===== config.mk =====
export PLATFORM = sky130hd
export DESIGN_NAME = canon_player
export DESIGN_NICKNAME = d
export VERILOG_FILES = /design/src/rtl/canon_player_pkg.sv /design/src/rtl/canon_tone_gen.sv /design/src/rtl/canon_player.sv
export SDC_FILE = /design/constraint.sdc
export NUM_CORES = 1
export LEC_CHECK = 0
export CAP_MARGIN = 20
export CORE_MARGIN = 2
export CORE_UTILIZATION = 55
export DETAILED_ROUTE_END_ITERATION = 16
export PLACE_DENSITY = 0.78
export SLEW_MARGIN = 20
export SYNTH_ARGS = -nofsm -noshare
export SYNTH_HDL_FRONTEND = slang
export SYNTH_SLANG_ARGS = --single-unit

===== constraint.sdc =====
create_clock -name clk -period 16.4 [get_ports clk]
set_clock_uncertainty 0.05 [all_clocks]
set_input_delay 1.64 -clock clk [delete_from_list [all_inputs] [get_ports clk]]
set_output_delay 1.64 -clock clk [all_outputs]
set_load 0.05 [all_outputs]

===== src/rtl/canon_player_pkg.sv =====
// Shared definitions for the canon player: note codes, the 12 MHz half-period
// table, the song ROM, beat-time constants, FSM state and per-voice state.
// No ports (package). Imported by canon_tone_gen and canon_player.
package canon_player_pkg;

    localparam int unsigned ADDR_W     = 6;
    localparam int unsigned TONE_W     = 16;
    localparam int unsigned CLK_HZ     = 12_000_000;
    localparam int unsigned BEAT_TICKS = CLK_HZ / 2;   // 500 ms beat

    typedef enum logic [3:0] {
        REST = 4'd0,
        DO   = 4'd1,
        RE   = 4'd2,
        MI   = 4'd3,
        FA   = 4'd4,
        SOL  = 4'd5,
        LA   = 4'd6,
        SI   = 4'd7,
        DO2  = 4'd8
    } note_e;

    typedef enum logic {
        ST_IDLE = 1'b0,
        ST_PLAY = 1'b1
    } state_e;

    typedef struct packed {
        logic              active;
        logic              finished;
        logic [ADDR_W-1:0] addr;
    } voice_t;

    // Half-period in clk cycles at 12 MHz (clk / (2 * f)).
    function automatic logic [TONE_W-1:0] note_half(input note_e code);
        logic [TONE_W-1:0] h;
        h = '0;
        case (code)
            DO:      h = 16'd22934;
            RE:      h = 16'd20431;
            MI:      h = 16'd18202;
            FA:      h = 16'd17181;
            SOL:     h = 16'd15306;
            LA:      h = 16'd13636;
            SI:      h = 16'd12149;
            DO2:     h = 16'd11467;
            default: h = '0;
        endcase
        return h;
    endfunction

    // Scaled half-period; never 0 so the tone counter always has a terminal count.
    function automatic logic [TONE_W-1:0] tone_half(input note_e code, input int unsigned shift);
        logic [TONE_W-1:0] h;
        h = note_half(code) >> shift;
        if (h == '0) begin
            h = TONE_W'(1);
        end
        return h;
    endfunction

    // Frere Jacques, 40 entries; everything past the song reads as a rest.
    function automatic note_e song_note(input logic [ADDR_W-1:0] idx);
        note_e n;
        n = REST;
        case (idx)
            6'd0, 6'd3, 6'd4, 6'd7, 6'd21, 6'd27,
            6'd28, 6'd30, 6'd32, 6'd34:                 n = DO;
            6'd1, 6'd5:                                 n = RE;
            6'd2, 6'd6, 6'd8, 6'd12, 6'd20, 6'd26:      n = MI;
            6'd9, 6'd13, 6'd19, 6'd25:                  n = FA;
            6'd10, 6'd14, 6'd16, 6'd18, 6'd22, 6'd24,
            6'd29, 6'd33:                               n = SOL;
            6'd17, 6'd23:                               n = LA;
            default:                                    n = REST;
        endcase
        return n;
    endfunction

endpackage


===== src/rtl/canon_tone_gen.sv =====
// Square-wave tone generator for one voice.
// Ports: clk, rst (sync, active-high); half = half-period in cycles (>= 1);
// mute = force tone low and hold the counter; restart = clear counter and tone;
// tone = registered square-wave output.
module canon_tone_gen
    import canon_player_pkg::*;
(
    input  logic              clk,
    input  logic              rst,
    input  logic [TONE_W-1:0] half,
    input  logic              mute,
    input  logic              restart,
    output logic              tone
);

    logic [TONE_W-1:0] cnt_q, cnt_d;
    logic              tone_q, tone_d;

    // Restart beats mute; mute freezes the counter in place.
    always_comb begin
        cnt_d  = cnt_q;
        tone_d = tone_q;
        if (restart) begin
            cnt_d  = '0;
            tone_d = 1'b0;
        end else if (mute) begin
            tone_d = 1'b0;
        end else if (cnt_q >= half - TONE_W'(1)) begin
            cnt_d  = '0;
            tone_d = ~tone_q;
        end else begin
            cnt_d = cnt_q + TONE_W'(1);
        end
    end

    always_ff @(posedge clk) begin
        if (rst) begin
            cnt_q  <= '0;
            tone_q <= 1'b0;
        end else begin
            cnt_q  <= cnt_d;
            tone_q <= tone_d;
        end
    end

    assign tone = tone_q;

endmodule


===== src/rtl/canon_player.sv =====
// Multi-voice round player: one song ROM shared by VOICES voices, voice v
// entering VOICE_LAG beats after voice v-1, each voice with its own tone gen.
// Ports: clk, rst (sync, active-high); start/stop/loop control levels;
// ch_out[v] tone per voice; voice_active[v]; busy (in PLAY); beat (one-cycle
// strobe at each beat boundary); done (one-cycle strobe at one-shot end).
// Build option: define CANON_PLAYER_ARTIC_EN to silence the last 1/8 of each
// beat (detached notes); undefined gives legato.
module canon_player
    import canon_player_pkg::*;
#(
    parameter int unsigned VOICES      = 2,
    parameter int unsigned SONG_LEN    = 40,
    parameter int unsigned VOICE_LAG   = 20,
    parameter int unsigned TEMPO_TICKS = BEAT_TICKS,
    parameter int unsigned DIV_SHIFT   = 0
) (
    input  logic              clk,
    input  logic              rst,
    input  logic              start,
    input  logic              stop,
    input  logic              loop,
    output logic [VOICES-1:0] ch_out,
    output logic [VOICES-1:0] voice_active,
    output logic              busy,
    output logic              beat,
    output logic              done
);

    localparam int unsigned TW     = (TEMPO_TICKS > 1) ? $clog2(TEMPO_TICKS) : 1;
    localparam int unsigned BC_MAX = (VOICES - 1) * VOICE_LAG;
    localparam int unsigned BC_W   = (BC_MAX > 0) ? $clog2(BC_MAX + 1) : 1;

    localparam logic [TW-1:0]     TEMPO_LAST = TW'(TEMPO_TICKS - 1);
    localparam logic [ADDR_W-1:0] ADDR_LAST  = ADDR_W'(SONG_LEN - 1);
    localparam logic [BC_W-1:0]   BC_TOP     = BC_W'(BC_MAX);

    state_e            state_q, state_d;
    logic [TW-1:0]     tempo_q, tempo_d;
    logic [BC_W-1:0]   bc_q, bc_d;
    voice_t            voice_q [VOICES];
    voice_t            voice_d [VOICES];
    logic              busy_q, busy_d;
    logic              beat_q, beat_d;
    logic              done_q, done_d;
    logic [VOICES-1:0] note_chg;
    logic              beat_tick;
    logic              fin_all;
    logic              artic_mute;

    // Next-state: tempo/beat counters, voice entry/advance/finish, FSM.
    always_comb begin
        state_d   = state_q;
        tempo_d   = tempo_q;
        bc_d      = bc_q;
        voice_d   = voice_q;
        note_chg  = '0;
        done_d    = 1'b0;
        fin_all   = 1'b0;
        beat_tick = (state_q == ST_PLAY) && (tempo_q == TEMPO_LAST);

        case (state_q)
            ST_IDLE: begin
                if (start && !stop) begin
                    state_d = ST_PLAY;
                    tempo_d = '0;
                    bc_d    = '0;
                    for (int v = 0; v < VOICES; v++) begin
                        voice_d[v] = '0;
                    end
                    voice_d[0].active = 1'b1;
                    note_chg[0]       = 1'b1;
                end
            end
            ST_PLAY: begin
                tempo_d = beat_tick ? '0 : tempo_q + TW'(1);
                if (beat_tick && bc_q != BC_TOP) begin
                    bc_d = bc_q + BC_W'(1);
                end
                for (int v = 0; v < VOICES; v++) begin
                    if (beat_tick) begin
                        if (voice_q[v].active) begin
                            note_chg[v] = 1'b1;
                            if (voice_q[v].addr == ADDR_LAST) begin
                                voice_d[v].addr = '0;
                                if (!loop) begin
                                    voice_d[v].active   = 1'b0;
                                    voice_d[v].finished = 1'b1;
                                end
                            end else begin
                                voice_d[v].addr = voice_q[v].addr + ADDR_W'(1);
                            end
                        end else if (!voice_q[v].finished && bc_d != bc_q &&
                                     bc_d == BC_W'(v * VOICE_LAG)) begin
                            // Entry only on the beat the counter steps onto this voice's slot.
                            voice_d[v].active = 1'b1;
                            voice_d[v].addr   = '0;
                            note_chg[v]       = 1'b1;
                        end
                    end
                end
                fin_all = 1'b1;
                for (int v = 0; v < VOICES; v++) begin
                    fin_all = fin_all & voice_d[v].finished;
                end
                if (fin_all || stop) begin
                    state_d = ST_IDLE;
                    done_d  = fin_all && !stop;
                    tempo_d = '0;
                    bc_d    = '0;
                    for (int v = 0; v < VOICES; v++) begin
                        voice_d[v] = '0;
                    end
                end
            end
            default: state_d = ST_IDLE;
        endcase

        busy_d = (state_d == ST_PLAY);
        beat_d = (state_d == ST_PLAY) && (tempo_d == TEMPO_LAST);
    end

`ifdef CANON_PLAYER_ARTIC_EN
    localparam bit            ARTIC_ON    = (TEMPO_TICKS / 8) > 0;
    localparam logic [TW-1:0] ARTIC_START = TW'(TEMPO_TICKS - TEMPO_TICKS / 8);

    // Silence the tail of every beat so repeated notes are separated.
    always_comb begin
        artic_mute = ARTIC_ON && (tempo_d >= ARTIC_START);
    end
`else
    always_comb begin
        artic_mute = 1'b0;
    end
`endif

    always_ff @(posedge clk) begin
        if (rst) begin
            state_q <= ST_IDLE;
            tempo_q <= '0;
            bc_q    <= '0;
            busy_q  <= 1'b0;
            beat_q  <= 1'b0;
            done_q  <= 1'b0;
            for (int v = 0; v < VOICES; v++) begin
                voice_q[v] <= '0;
            end
        end else begin
            state_q <= state_d;
            tempo_q <= tempo_d;
            bc_q    <= bc_d;
            busy_q  <= busy_d;
            beat_q  <= beat_d;
            done_q  <= done_d;
            for (int v = 0; v < VOICES; v++) begin
                voice_q[v] <= voice_d[v];
            end
        end
    end

    // Tone gens are fed next-state values so ch_out lines up with addr/active.
    for (genvar g = 0; g < VOICES; g++) begin : g_voice
        note_e             code_c;
        logic [TONE_W-1:0] half_c;
        logic              mute_c;
        logic              restart_c;

        assign code_c    = song_note(voice_d[g].addr);
        assign half_c    = tone_half(code_c, DIV_SHIFT);
        assign mute_c    = (code_c == REST) || artic_mute;
        assign restart_c = note_chg[g] || !voice_d[g].active;

        canon_tone_gen u_tone (
            .clk     (clk),
            .rst     (rst),
            .half    (half_c),
            .mute    (mute_c),
            .restart (restart_c),
            .tone    (ch_out[g])
        );

        assign voice_active[g] = voice_q[g].active;
    end

    assign busy = busy_q;
    assign beat = beat_q;
    assign done = done_q;

endmodule

==> results.md <==
* Post-CTS Setup Inserts at 0
* Worst Path Buf+Inv at 3
* Clock Latency Late Sink at 360 ps
* Critical-path top delay cell: a21oi_1
* Most frequent CP cell: a21oi_1
* Final Max Slew Viols at 0
* Worst min-delay path startpoint: g_voice[0].u_tone.cnt_q[15]
* Port Buffers at 11
* Final worst-path cycle share at 0.506
* GRT Resource Usage Total at 0.256
* Synth unique cells at 87
* Area of the die at 0.0134 mm2
* HPWL Detailed at 11,800 um
* Maximum clock insertion buffer count at 2
* Crit Path Max Fanout at 15
* Root Buffer: clkbuf_16
* Remaining DRCs at 0
* Post-synth EDFFs at 0
* Status: completed
* Grt ovf at 0
* Wire per inst at 15.7 um
* Syn_area_per_cell at 7.72 um2
* Leak pwr at 2.87 nW
* Core footprint at 0.0121 mm2
* Num CTS Buffers at 9
* Core Rows at 40
* Largest net degree at the start of global routing at 47
* Maximum capacitance violations at 0
* Syn Nets at 953
* Launch point of the worst path: stop
* CTS Hold Bufs at 0
* N_diodes at 0
* Cell family with most CP delay: compound AO/OA/AOI/OAI gates
* RSZ-0062 raised after global routing: no
* CP Launch Type: primary input
* Final net count at 937
* Clock Sinks at 81
* Die Height at 116 um
* Crit path DAT at 8530 ps
* Critical path's largest stage delay at 720 ps
* Initial DRC Count at 480
* Initial antenna violation count at 0
* Clock slew at reported path FFs at 70 ps
* Minimum clock period at 8290 ps
* Relative slew slack at 0.398
* Final Hold Fails at 0
* Share of layout cells above drive strength 1 at 0.0626
* Final Instance Count excl. Fillers at 1,046
* Vias/cell at 6.23
* Pwr dens at 58.0 mW/mm2
* First-pass GRT wire length at 27,900 um
* Crit path capture type: flip-flop
* Async set-reset flop share out of synthesis at 0
* Post-synth top flop: dfxtp_1
* Routed vias at 6,514
* Critical path type: primary input to flip-flop
* ANT nets after route at 0
* Setup tns final at 0 ps
* Max H-tree Level at 3
* HP Class: flip-flop to flip-flop
* F_max at 0.121 GHz
* Hold_ws at 451 ps
* Die X-Extent at 116 um
* Gpl congestion at 0.915
* Worst path required time at 16,640 ps
* Yosys warns at 0
* Synth Register Bits at 81
* Synthesized instance count at 889
* Layout filler cell count at 1,103
* CTS tree: built
* Vias in the first global route at 5,989
* Synth-to-Final Area Change at 6.65%
* IO Pins at 12
* Tightest Pin Transition at 903 ps
* VDD IR-drop max at 0.0000845 V
* Initial Util at 0.567
* Post-Place Cells at 1,030
* RR Startpoint: tempo_q[0]
* PostCTS Resize Cnt at 0
* Register area share after synthesis at 0.236
* Drt first pass iters at 5
* Synthesized cell area at 0.00686 mm2
* Final wirelength at 16,500 um
* Final setup fails at 0
==> cell usage after synthesis, types with 12 or more instances <==
library cell	number	area, um2
inv_1	30	113
dfxtp_1	81	1620
clkbuf_1	26	97.6
a21oi_1	62	310
a21o_1	18	135
ha_1	59	738
o21ai_0	46	230
nand4_1	18	113
nand2_1	83	312
xor2_1	14	123
nand3_1	37	185
nor3_1	26	130
mux2i_1	14	140
a22oi_1	12	90.1
nor2b_1	12	75.1
a31oi_1	20	125
xnor2_1	27	236
and3_1	23	144
nor2_1	91	342
==> power breakdown <==
group / total [mW] / switching [mW] / internal (mW)
Sequential: 0.200 / 0.00208 / 0.198
Combinational: 0.0262 / 0.0182 / 0.00797
Clock: 0.199 / 0.0905 / 0.109
Total: 0.425 / 0.111 / 0.314
==> through the flow <==
stage / setup slack (ps) / total power, mW / cell area [um2] / util
final: 8110 / 0.425 / 7320 / 0.604
after global routing: 7470 / 0.438 / 7320 / 0.604
after CTS: 7880 / 0.428 / 7320 / 0.604
after detailed placement: 7520 / 0.230 / 7030 / 0.580
after global placement: 7720 / 0.230 / 7030 / 0.580
after floorplan: 9250 / 0.222 / 6860 / -
==> tightest hold or removal path, delay by kind of cell, from the launching register on <==
| kind | cells | cell delay [ps] |
|---|---|---|
| DFF | 1 | 320 |
| AOI/OAI and AO/OA | 2 | 130 |
==> cells in the final DEF, fill, tap and decap left out, types with 4 or more instances in the layout <==
cell type | synthesis | routed
a22oi_1 | 12 | 12
or4_1 | 4 | 4
clkbuf_16 | 0 | 9
and3_1 | 23 | 23
a311oi_1 | 4 | 4
xor2_1 | 14 | 14
a211oi_1 | 11 | 11
ha_1 | 59 | 59
xnor2_1 | 27 | 27
or3_1 | 8 | 8
nor4_1 | 11 | 11
nand2_1 | 83 | 83
and2_1 | 7 | 7
nand3b_1 | 7 | 7
o311a_1 | 4 | 4
nor2_1 | 91 | 91
nor3b_1 | 6 | 6
o31ai_1 | 5 | 5
dfxtp_1 | 81 | 81
nand3_1 | 37 | 37
buf_4 | 5 | 5
nand2b_1 | 9 | 9
a22o_1 | 4 | 4
o21ai_0 | 46 | 46
a21o_1 | 18 | 18
clkdlybuf4s50_1 | 0 | 11
a21oi_1 | 62 | 62
nor2b_1 | 12 | 12
mux2i_1 | 14 | 14
nand4_1 | 18 | 18
o22ai_1 | 6 | 6
nor3_1 | 26 | 26
a31oi_1 | 20 | 20
inv_1 | 30 | 30
o41ai_1 | 4 | 4
==> path summary, 6_finish.rpt <==
path / to / cells after the start / slack (ps)
worst max-delay path: g_voice[1].u_tone.cnt_q[11] / 27 / 8110
worst min register to register: g_voice[0].u_tone.cnt_q[15] / 2 / 450
worst max register to register: g_voice[1].u_tone.cnt_q[11] / 27 / 9100
worst min-delay path: g_voice[0].u_tone.cnt_q[15] / 2 / 450
==> state kept, by name, indices dropped and copies added (netlist names) <==
register / flops
beat: 1
voice_q: 14
done: 1
tempo_q: 23
bc_q: 5
busy: 1
voice_active: 2
g_voice.u_tone.tone: 2
g_voice.u_tone.cnt_q: 32
==> area by class of cell <==
class / count / area, um2 / area share
sequential: 81 / 1620 / 0.222
inverter: 31 / 116 / 0.0159
clock buffer: 10 / 239 / 0.0326
multi-input combinational: 734 / 4940 / 0.674
tap: 168 / 210 / 0.0287
timing repair buffer: 16 / 148 / 0.0202
clock inverter: 6 / 50.0 / 0.00684
==> per-layer routing <==
layer	up-vias	global-route usage	wire length (um)
met2	186	0.420	7580
met5	-	0	0
met4	0	0.0817	295
met3	31	0.0575	914
met1	3044	0.337	7670
li1	3253	-	-
==> cells by family after synthesis <==
group	after synthesis	share of synthesized area
adder cells (fa/ha/maj)	59	0.108
multiplexers	15	0.0237
buffers and inverters	74	0.0452
AO/OA/AOI/OAI	241	0.238
flip-flops	81	0.236
XOR/XNOR	41	0.0523
AND/OR/NAND/NOR	378	0.297
(Power assumes the default switching activity.)
